`src/rtl/i2c_pin_filter_if.sv`:
```
// Pad-side and filtered-side signals of the I2C pin filter.
// The slave modport is the filter's own view: raw pads in, clean lines and
// bus events out. The master modport is the view of the pad driver / the
// I2C master that consumes the filtered lines.
interface i2c_pin_filter_if;
  logic scl_pad_i;
  logic sda_pad_i;
  logic scl_o;
  logic sda_o;
  logic scl_rise_o;
  logic scl_fall_o;
  logic start_o;
  logic stop_o;
  logic bus_busy_o;

  modport slave (
    input  scl_pad_i,
    input  sda_pad_i,
    output scl_o,
    output sda_o,
    output scl_rise_o,
    output scl_fall_o,
    output start_o,
    output stop_o,
    output bus_busy_o
  );

  modport master (
    output scl_pad_i,
    output sda_pad_i,
    input  scl_o,
    input  sda_o,
    input  scl_rise_o,
    input  scl_fall_o,
    input  start_o,
    input  stop_o,
    input  bus_busy_o
  );
endinterface

```
`src/rtl/i2c_pin_filter.sv`:
```
// I2C pin filter: synchronises the raw SCL/SDA pads, removes glitches of
// up to filt_len_i cycles, and derives SCL edge pulses, START/STOP pulses
// and a bus-busy flag from the filtered lines. Every output comes straight
// from a flop, so there is no combinational input-to-output path.
// SYNC_STAGES must be at least 2 (the chain shift relies on it).
module i2c_pin_filter #(
  parameter int SYNC_STAGES = 2,
  parameter int FILT_W      = 4
) (
  input  logic              clk_i,
  input  logic              rst_ni,
  input  logic [FILT_W-1:0] filt_len_i,
  i2c_pin_filter_if.slave   bus
);

  // Line index 0 is SCL, line index 1 is SDA.
  localparam int LN_SCL = 0;
  localparam int LN_SDA = 1;

  localparam logic [FILT_W-1:0] CNT_ZERO = {FILT_W{1'b0}};
  localparam logic [FILT_W-1:0] CNT_ONE  = {{(FILT_W-1){1'b0}}, 1'b1};
  localparam logic [FILT_W-1:0] CNT_MAX  = {FILT_W{1'b1}};

  typedef enum logic {
    ST_IDLE = 1'b0,
    ST_BUSY = 1'b1
  } bus_state_e;

  logic [SYNC_STAGES-1:0] sync_q [2];
  logic [SYNC_STAGES-1:0] sync_d [2];
  logic [FILT_W-1:0]      cnt_q  [2];
  logic [FILT_W-1:0]      cnt_d  [2];
  logic [1:0]             filt_q;
  logic [1:0]             filt_d;
  logic [1:0]             sync_s;
  logic [1:0]             upd_s;
  logic [1:0]             pad_s;

  logic rise_q,  rise_d;
  logic fall_q,  fall_d;
  logic start_q, start_d;
  logic stop_q,  stop_d;

  bus_state_e state_q, state_d;

  assign pad_s = {bus.sda_pad_i, bus.scl_pad_i};

  // Synchroniser shift and per-line glitch filter next-state.
  always_comb begin
    for (int i = 0; i < 2; i++) begin
      sync_d[i] = {sync_q[i][SYNC_STAGES-2:0], pad_s[i]};
      sync_s[i] = sync_q[i][SYNC_STAGES-1];
      cnt_d[i]  = cnt_q[i];
      filt_d[i] = filt_q[i];
      upd_s[i]  = 1'b0;
      if (sync_s[i] == filt_q[i]) begin
        // Line agrees with the filtered value: any partial run is discarded.
        cnt_d[i] = CNT_ZERO;
      end else if (cnt_q[i] >= filt_len_i) begin
        // Run is long enough (>= also resolves at once when N shrinks).
        filt_d[i] = sync_s[i];
        cnt_d[i]  = CNT_ZERO;
        upd_s[i]  = 1'b1;
      end else begin
        // Still inside a possible glitch: count, never wrap.
        if (cnt_q[i] == CNT_MAX) begin
          cnt_d[i] = cnt_q[i];
        end else begin
          cnt_d[i] = cnt_q[i] + CNT_ONE;
        end
      end
    end
  end

  // Edge and START/STOP pulses, timed to coincide with the new line value.
  always_comb begin
    rise_d  = upd_s[LN_SCL] &  sync_s[LN_SCL];
    fall_d  = upd_s[LN_SCL] & ~sync_s[LN_SCL];
    // A START/STOP needs SCL stably high; a simultaneous SCL update is not one.
    start_d = upd_s[LN_SDA] & ~sync_s[LN_SDA] & filt_q[LN_SCL] & ~upd_s[LN_SCL];
    stop_d  = upd_s[LN_SDA] &  sync_s[LN_SDA] & filt_q[LN_SCL] & ~upd_s[LN_SCL];
  end

  // Bus FSM next-state, driven by the registered START/STOP pulses.
  always_comb begin
    state_d = state_q;
    case (state_q)
      ST_IDLE: begin
        if (start_q) begin
          state_d = ST_BUSY;
        end else begin
          state_d = ST_IDLE;
        end
      end
      ST_BUSY: begin
        if (stop_q) begin
          state_d = ST_IDLE;
        end else begin
          state_d = ST_BUSY;
        end
      end
      default: begin
        state_d = ST_IDLE;
      end
    endcase
  end

  // All state: reset abandons everything at once and idles lines high.
  always_ff @(posedge clk_i or negedge rst_ni) begin
    if (!rst_ni) begin
      for (int i = 0; i < 2; i++) begin
        sync_q[i] <= {SYNC_STAGES{1'b1}};
        cnt_q[i]  <= CNT_ZERO;
      end
      filt_q  <= 2'b11;
      rise_q  <= 1'b0;
      fall_q  <= 1'b0;
      start_q <= 1'b0;
      stop_q  <= 1'b0;
      state_q <= ST_IDLE;
    end else begin
      for (int i = 0; i < 2; i++) begin
        sync_q[i] <= sync_d[i];
        cnt_q[i]  <= cnt_d[i];
      end
      filt_q  <= filt_d;
      rise_q  <= rise_d;
      fall_q  <= fall_d;
      start_q <= start_d;
      stop_q  <= stop_d;
      state_q <= state_d;
    end
  end

  assign bus.scl_o      = filt_q[LN_SCL];
  assign bus.sda_o      = filt_q[LN_SDA];
  assign bus.scl_rise_o = rise_q;
  assign bus.scl_fall_o = fall_q;
  assign bus.start_o    = start_q;
  assign bus.stop_o     = stop_q;
  assign bus.bus_busy_o = (state_q == ST_BUSY);

endmodule

```
`src/flat_wrapper.sv`:
```
// flat-port wrapper written by rule: the top's interface ports become plain ports
module i2c_pin_filter_flat 
#(
  parameter int SYNC_STAGES = 2,
  parameter int FILT_W      = 4
)
  (clk_i, rst_ni, filt_len_i, bus_scl_pad_i, bus_sda_pad_i, bus_scl_o, bus_sda_o, bus_scl_rise_o, bus_scl_fall_o, bus_start_o, bus_stop_o, bus_bus_busy_o);
  i2c_pin_filter_if bus_i ();
  input  logic clk_i;
  input  logic rst_ni;
  input  logic [FILT_W-1:0] filt_len_i;
  input wire logic [$bits(bus_i.scl_pad_i)-1:0] bus_scl_pad_i;
  input wire logic [$bits(bus_i.sda_pad_i)-1:0] bus_sda_pad_i;
  output wire logic [$bits(bus_i.scl_o)-1:0] bus_scl_o;
  output wire logic [$bits(bus_i.sda_o)-1:0] bus_sda_o;
  output wire logic [$bits(bus_i.scl_rise_o)-1:0] bus_scl_rise_o;
  output wire logic [$bits(bus_i.scl_fall_o)-1:0] bus_scl_fall_o;
  output wire logic [$bits(bus_i.start_o)-1:0] bus_start_o;
  output wire logic [$bits(bus_i.stop_o)-1:0] bus_stop_o;
  output wire logic [$bits(bus_i.bus_busy_o)-1:0] bus_bus_busy_o;
  assign bus_i.scl_pad_i = bus_scl_pad_i;
  assign bus_i.sda_pad_i = bus_sda_pad_i;
  assign bus_scl_o = bus_i.scl_o;
  assign bus_sda_o = bus_i.sda_o;
  assign bus_scl_rise_o = bus_i.scl_rise_o;
  assign bus_scl_fall_o = bus_i.scl_fall_o;
  assign bus_start_o = bus_i.start_o;
  assign bus_stop_o = bus_i.stop_o;
  assign bus_bus_busy_o = bus_i.bus_busy_o;
  i2c_pin_filter #(.SYNC_STAGES(SYNC_STAGES), .FILT_W(FILT_W)) u_core (.clk_i(clk_i), .rst_ni(rst_ni), .filt_len_i(filt_len_i), .bus(bus_i));
endmodule
```
`config.mk`:
```
export PLATFORM = sky130hd
export DESIGN_NAME = i2c_pin_filter_flat
export DESIGN_NICKNAME = d
export VERILOG_FILES = /design/src/rtl/i2c_pin_filter_if.sv /design/src/rtl/i2c_pin_filter.sv /design/src/flat_wrapper.sv
export SDC_FILE = /design/constraint.sdc
export NUM_CORES = 1
export LEC_CHECK = 0
export CORE_MARGIN = 3
export CORE_UTILIZATION = 55
export CTS_CLUSTER_DIAMETER = 200
export CTS_CLUSTER_SIZE = 14
export DETAILED_ROUTE_END_ITERATION = 12
export PLACE_DENSITY = 0.81
export SETUP_SLACK_MARGIN = 0.5
export SLEW_MARGIN = 0
export SYNTH_ARGS = -nofsm -noshare
export SYNTH_HDL_FRONTEND = slang
export SYNTH_SLANG_ARGS = --single-unit
```
`constraint.sdc`:
```
create_clock -name clk_i -period 2.8 [get_ports clk_i]
set_input_delay 0.7 -clock clk_i [delete_from_list [all_inputs] [get_ports clk_i]]
set_output_delay 0.7 -clock clk_i [all_outputs]
set_load 0.03 [all_outputs]
```
==> flow_summary_export.csv <==
group,metric,value,unit
status,status,"finished clean",
clock_network,tritoncts,"done",
grt,grt_max_degree,20,
timing,rsz0062_at_grt,"yes",
worst_setup_path,reg2reg_slack,0.91,ns
detailed_routing,firstDrtPassIters,4,
synthesis,synthCells,85,
detailed_routing,antenna_left,0,
floorplanning,dieArea,2331,um^2
worst_setup_path,worstPathArrival,2.49,ns
final_layout,diodes,0,
flow_run,maxCapViolations,0,
grt,antenna_found_initial,0,
synthesis,async_flop_share,1.000,
timing,post-route-period-util,0.8086,
grt,grt_pass1_vias,628,
timing,relSlewSlack,0.4599,
timing,fin_skew,0.0009553,ns
final_layout,final_nets,122,
synthesis,synth_edf_count,0,
synthesis,synth_fp_nets,103,
floorplanning,fp.dieW,48.29,um
worst_setup_path,rr_worst_depth,6,
grt,grt-ovfl-total,0,
floorplanning,core_area,1594,um^2
detailed_routing,vias_per_cell,5.228,
timing,worstMarginPinSlew,0.8077,ns
timing,max_freq,441.7,MHz
power,p_leak,0.5515,nW
clock_network,cts_sinks,19,
synthesis,synth-seq-cells,19,
timing,setup_viol,0,
floorplanning,rows,14,
worst_setup_path,crit_type,"in -> reg",
synthesis,seq_area_frac_synth,0.4911,
grt,grt_usage,0.1606,
clock_network,cts-root-buf,"clkbuf_4",
detailed_routing,via_count,664,
place,io_buffers,14,
clock_network,cts_buffers,3,
final_layout,post-route-util,0.7551,
worst_setup_path,cp.required,3.03,ns
floorplanning,die_h,48.29,um
synthesis,netlist-cell-type-count,27,
grt,grt_pass1_wl,2.573,mm
synthesis,syn_avg_cell_area,11.57,um^2
worst_setup_path,critical_path_peak_fanout,3,
floorplanning,start_util,0.6170,
power,vdd_ir_drop_max,0.5020,mV
synthesis,syn_area,983.4,um^2
synthesis,synth_warnings,0,
worst_setup_path,r2r_end,"u_core.filt_q[1]",
worst_setup_path,r2r_start,"u_core.cnt_q[0]",
worst_hold_path,hold_path.class,"reg -> reg",
detailed_routing,wirelength,1.650,mm
place,gp_congestion,0.7205,
timing,tns,0,ns
clock_network,ctsHoldBuffers,0,
worst_setup_path,worstSetupStartpoint,"filt_len_i[0]",
timing,min_period,2.264,ns
detailed_routing,drt-wirelength-per-cell,12.99,um
detailed_routing,drt_iter0_drc,6,
clock_network,clock_path_buffers,2,
worst_setup_path,cp-end-kind,"register",
floorplanning,ioPinCount,15,
timing,timing_hold_violations_final,0,
synthesis,synth_top_flop_cell,"dfrtp_1",
worst_setup_path,crit_path_end,"u_core.filt_q[1]",
clock_network,clk_latency,0.29,ns
worst_setup_path,setup.worst_path.start_class,"input port",
timing,report.final.slew_viol_count,0,
clock_network,path_clk_slew,0.10,ns
power,power_density,795.1,nW/um^2
detailed_routing,drc,0,
final_layout,syn2layout_area_growth,22.39,%
final_layout,drive_above_1_share,0.1845,
clock_network,ctsHtreeMaxLevel,1,
-- final cells by class --
type                            count  area [um^2]
Clock buffer                        3        22.52
Inverter                            6        22.52
Fill cell                         102        390.4
Timing Repair Buffer               14        142.6
Clock inverter                      1        5.005
Tap cell                           24        30.03
Multi-Input combinational cell     60        498.0
Sequential cell                    19        483.0
-- worst max-delay path, stage by stage --
cell             delay [ns]
clkdlybuf4s50_1        0.44
ha_1                   0.29
nand2b_1               0.17
a2111oi_4              0.37
or2_4                  0.19
mux2_2                 0.32
-- flip-flops by register name, indices dropped and copies added (netlist names) --
name and count:
u_core.filt_q 2, u_core.sync_d 2, u_core.bus.start_o 1, u_core.cnt_q 8, u_core.sync_q 2, u_core.bus.scl_fall_o 1, u_core.bus.bus_busy_o 1, u_core.bus.stop_o 1
u_core.bus.scl_rise_o 1
-- layer usage --
layer / vias up / wire (um) / share of wire / GRT usage
li1: 333 / - / - / -
met1: 317 / 676 / 0.41 / 0.1871
met2: 10 / 898 / 0.54 / 0.2760
met3: 4 / 46 / 0.028 / 0.02952
met4: 0 / 30 / 0.018 / 0.08602
met5: - / 0 / 0 / 0
-- cells in the mapped netlist (all sizes together), types with 3 or more instances --
cell,n,share of area
dfstp,6,0.16
nor3,7,0.036
inv,6,0.023
mux2i,3,0.031
dfrtp,13,0.33
nand3,4,0.020
nor2,11,0.045
ha,10,0.13
-- per-stage QoR --
stage | power [mW] | cells | hold WS (ns) | area (um^2) | worst slack [ns]
global placement | 0.7927 | 123 | 0.3461 | 1154 | 0.2513
finish | 0.9570 | 127 | 0.3669 | 1204 | 0.5358
detailed placement | 0.8150 | 123 | 0.3535 | 1154 | 0.2090
global route | 1.032 | 127 | 0.3722 | 1204 | 0.4777
floorplan | 0.6909 | 85 | 0.3452 | 983.4 | 0.7479
CTS | 0.9541 | 127 | 0.3693 | 1181 | 0.5088
-- how the worst min path moves through the flow --
stage	start	endpoint	slack, ns	cells past startpoint
2_1_floorplan	u_core.sync_d[1]	u_core.sync_q[1]	0.35	0
3_3_place_gp	u_core.sync_d[1]	u_core.sync_q[1]	0.35	0
3_5_place_dp	u_core.sync_d[1]	u_core.sync_q[1]	0.35	0
4_1_cts	u_core.sync_d[1]	u_core.sync_q[1]	0.37	0
5_1_grt	u_core.sync_d[3]	u_core.sync_q[3]	0.37	0
6_report	u_core.sync_d[1]	u_core.sync_q[1]	0.37	0
-- cells by family (layout without fill, tap and decap cells) --
| group | count (synthesis) | in the layout | synth area share |
|---|---|---|---|
| fa+ha+maj | 10 | 10 | 0.1272 |
| compound gates | 8 | 8 | 0.08523 |
| flops | 19 | 19 | 0.4911 |
| xor+xnor | 4 | 4 | 0.03563 |
| mux | 5 | 5 | 0.05725 |
| buf+inv | 6 | 24 | 0.02290 |
| simple gates | 33 | 33 | 0.1807 |
-- report_power, final --
group	total [mW]	switching, mW	internal, mW
sequential	0.416	0.0713	0.345
clock	0.135	0.0816	0.0531
combinational	0.406	0.203	0.203
total	0.957	0.356	0.601
-- placed cells by master (no fill, tap or decap), types with 3 or more instances in the layout --
master           instances
clkdlybuf4s50_1         13
mux2i_1                  3
nor3_1                   6
ha_1                    10
dfrtp_1                 13
inv_1                    6
clkbuf_4                 3
nand3_1                  4
nor2_1                  10
dfstp_2                  6
-- repair_timing --
action | 4_1_cts | 5_1_grt
endpoints found under the setup margin | 0 | 7
buffers inserted | 0 | 0
hold endpoints to repair | 0 | 0
resized for setup | 0 | 4
(Power assumes the default switching activity.)
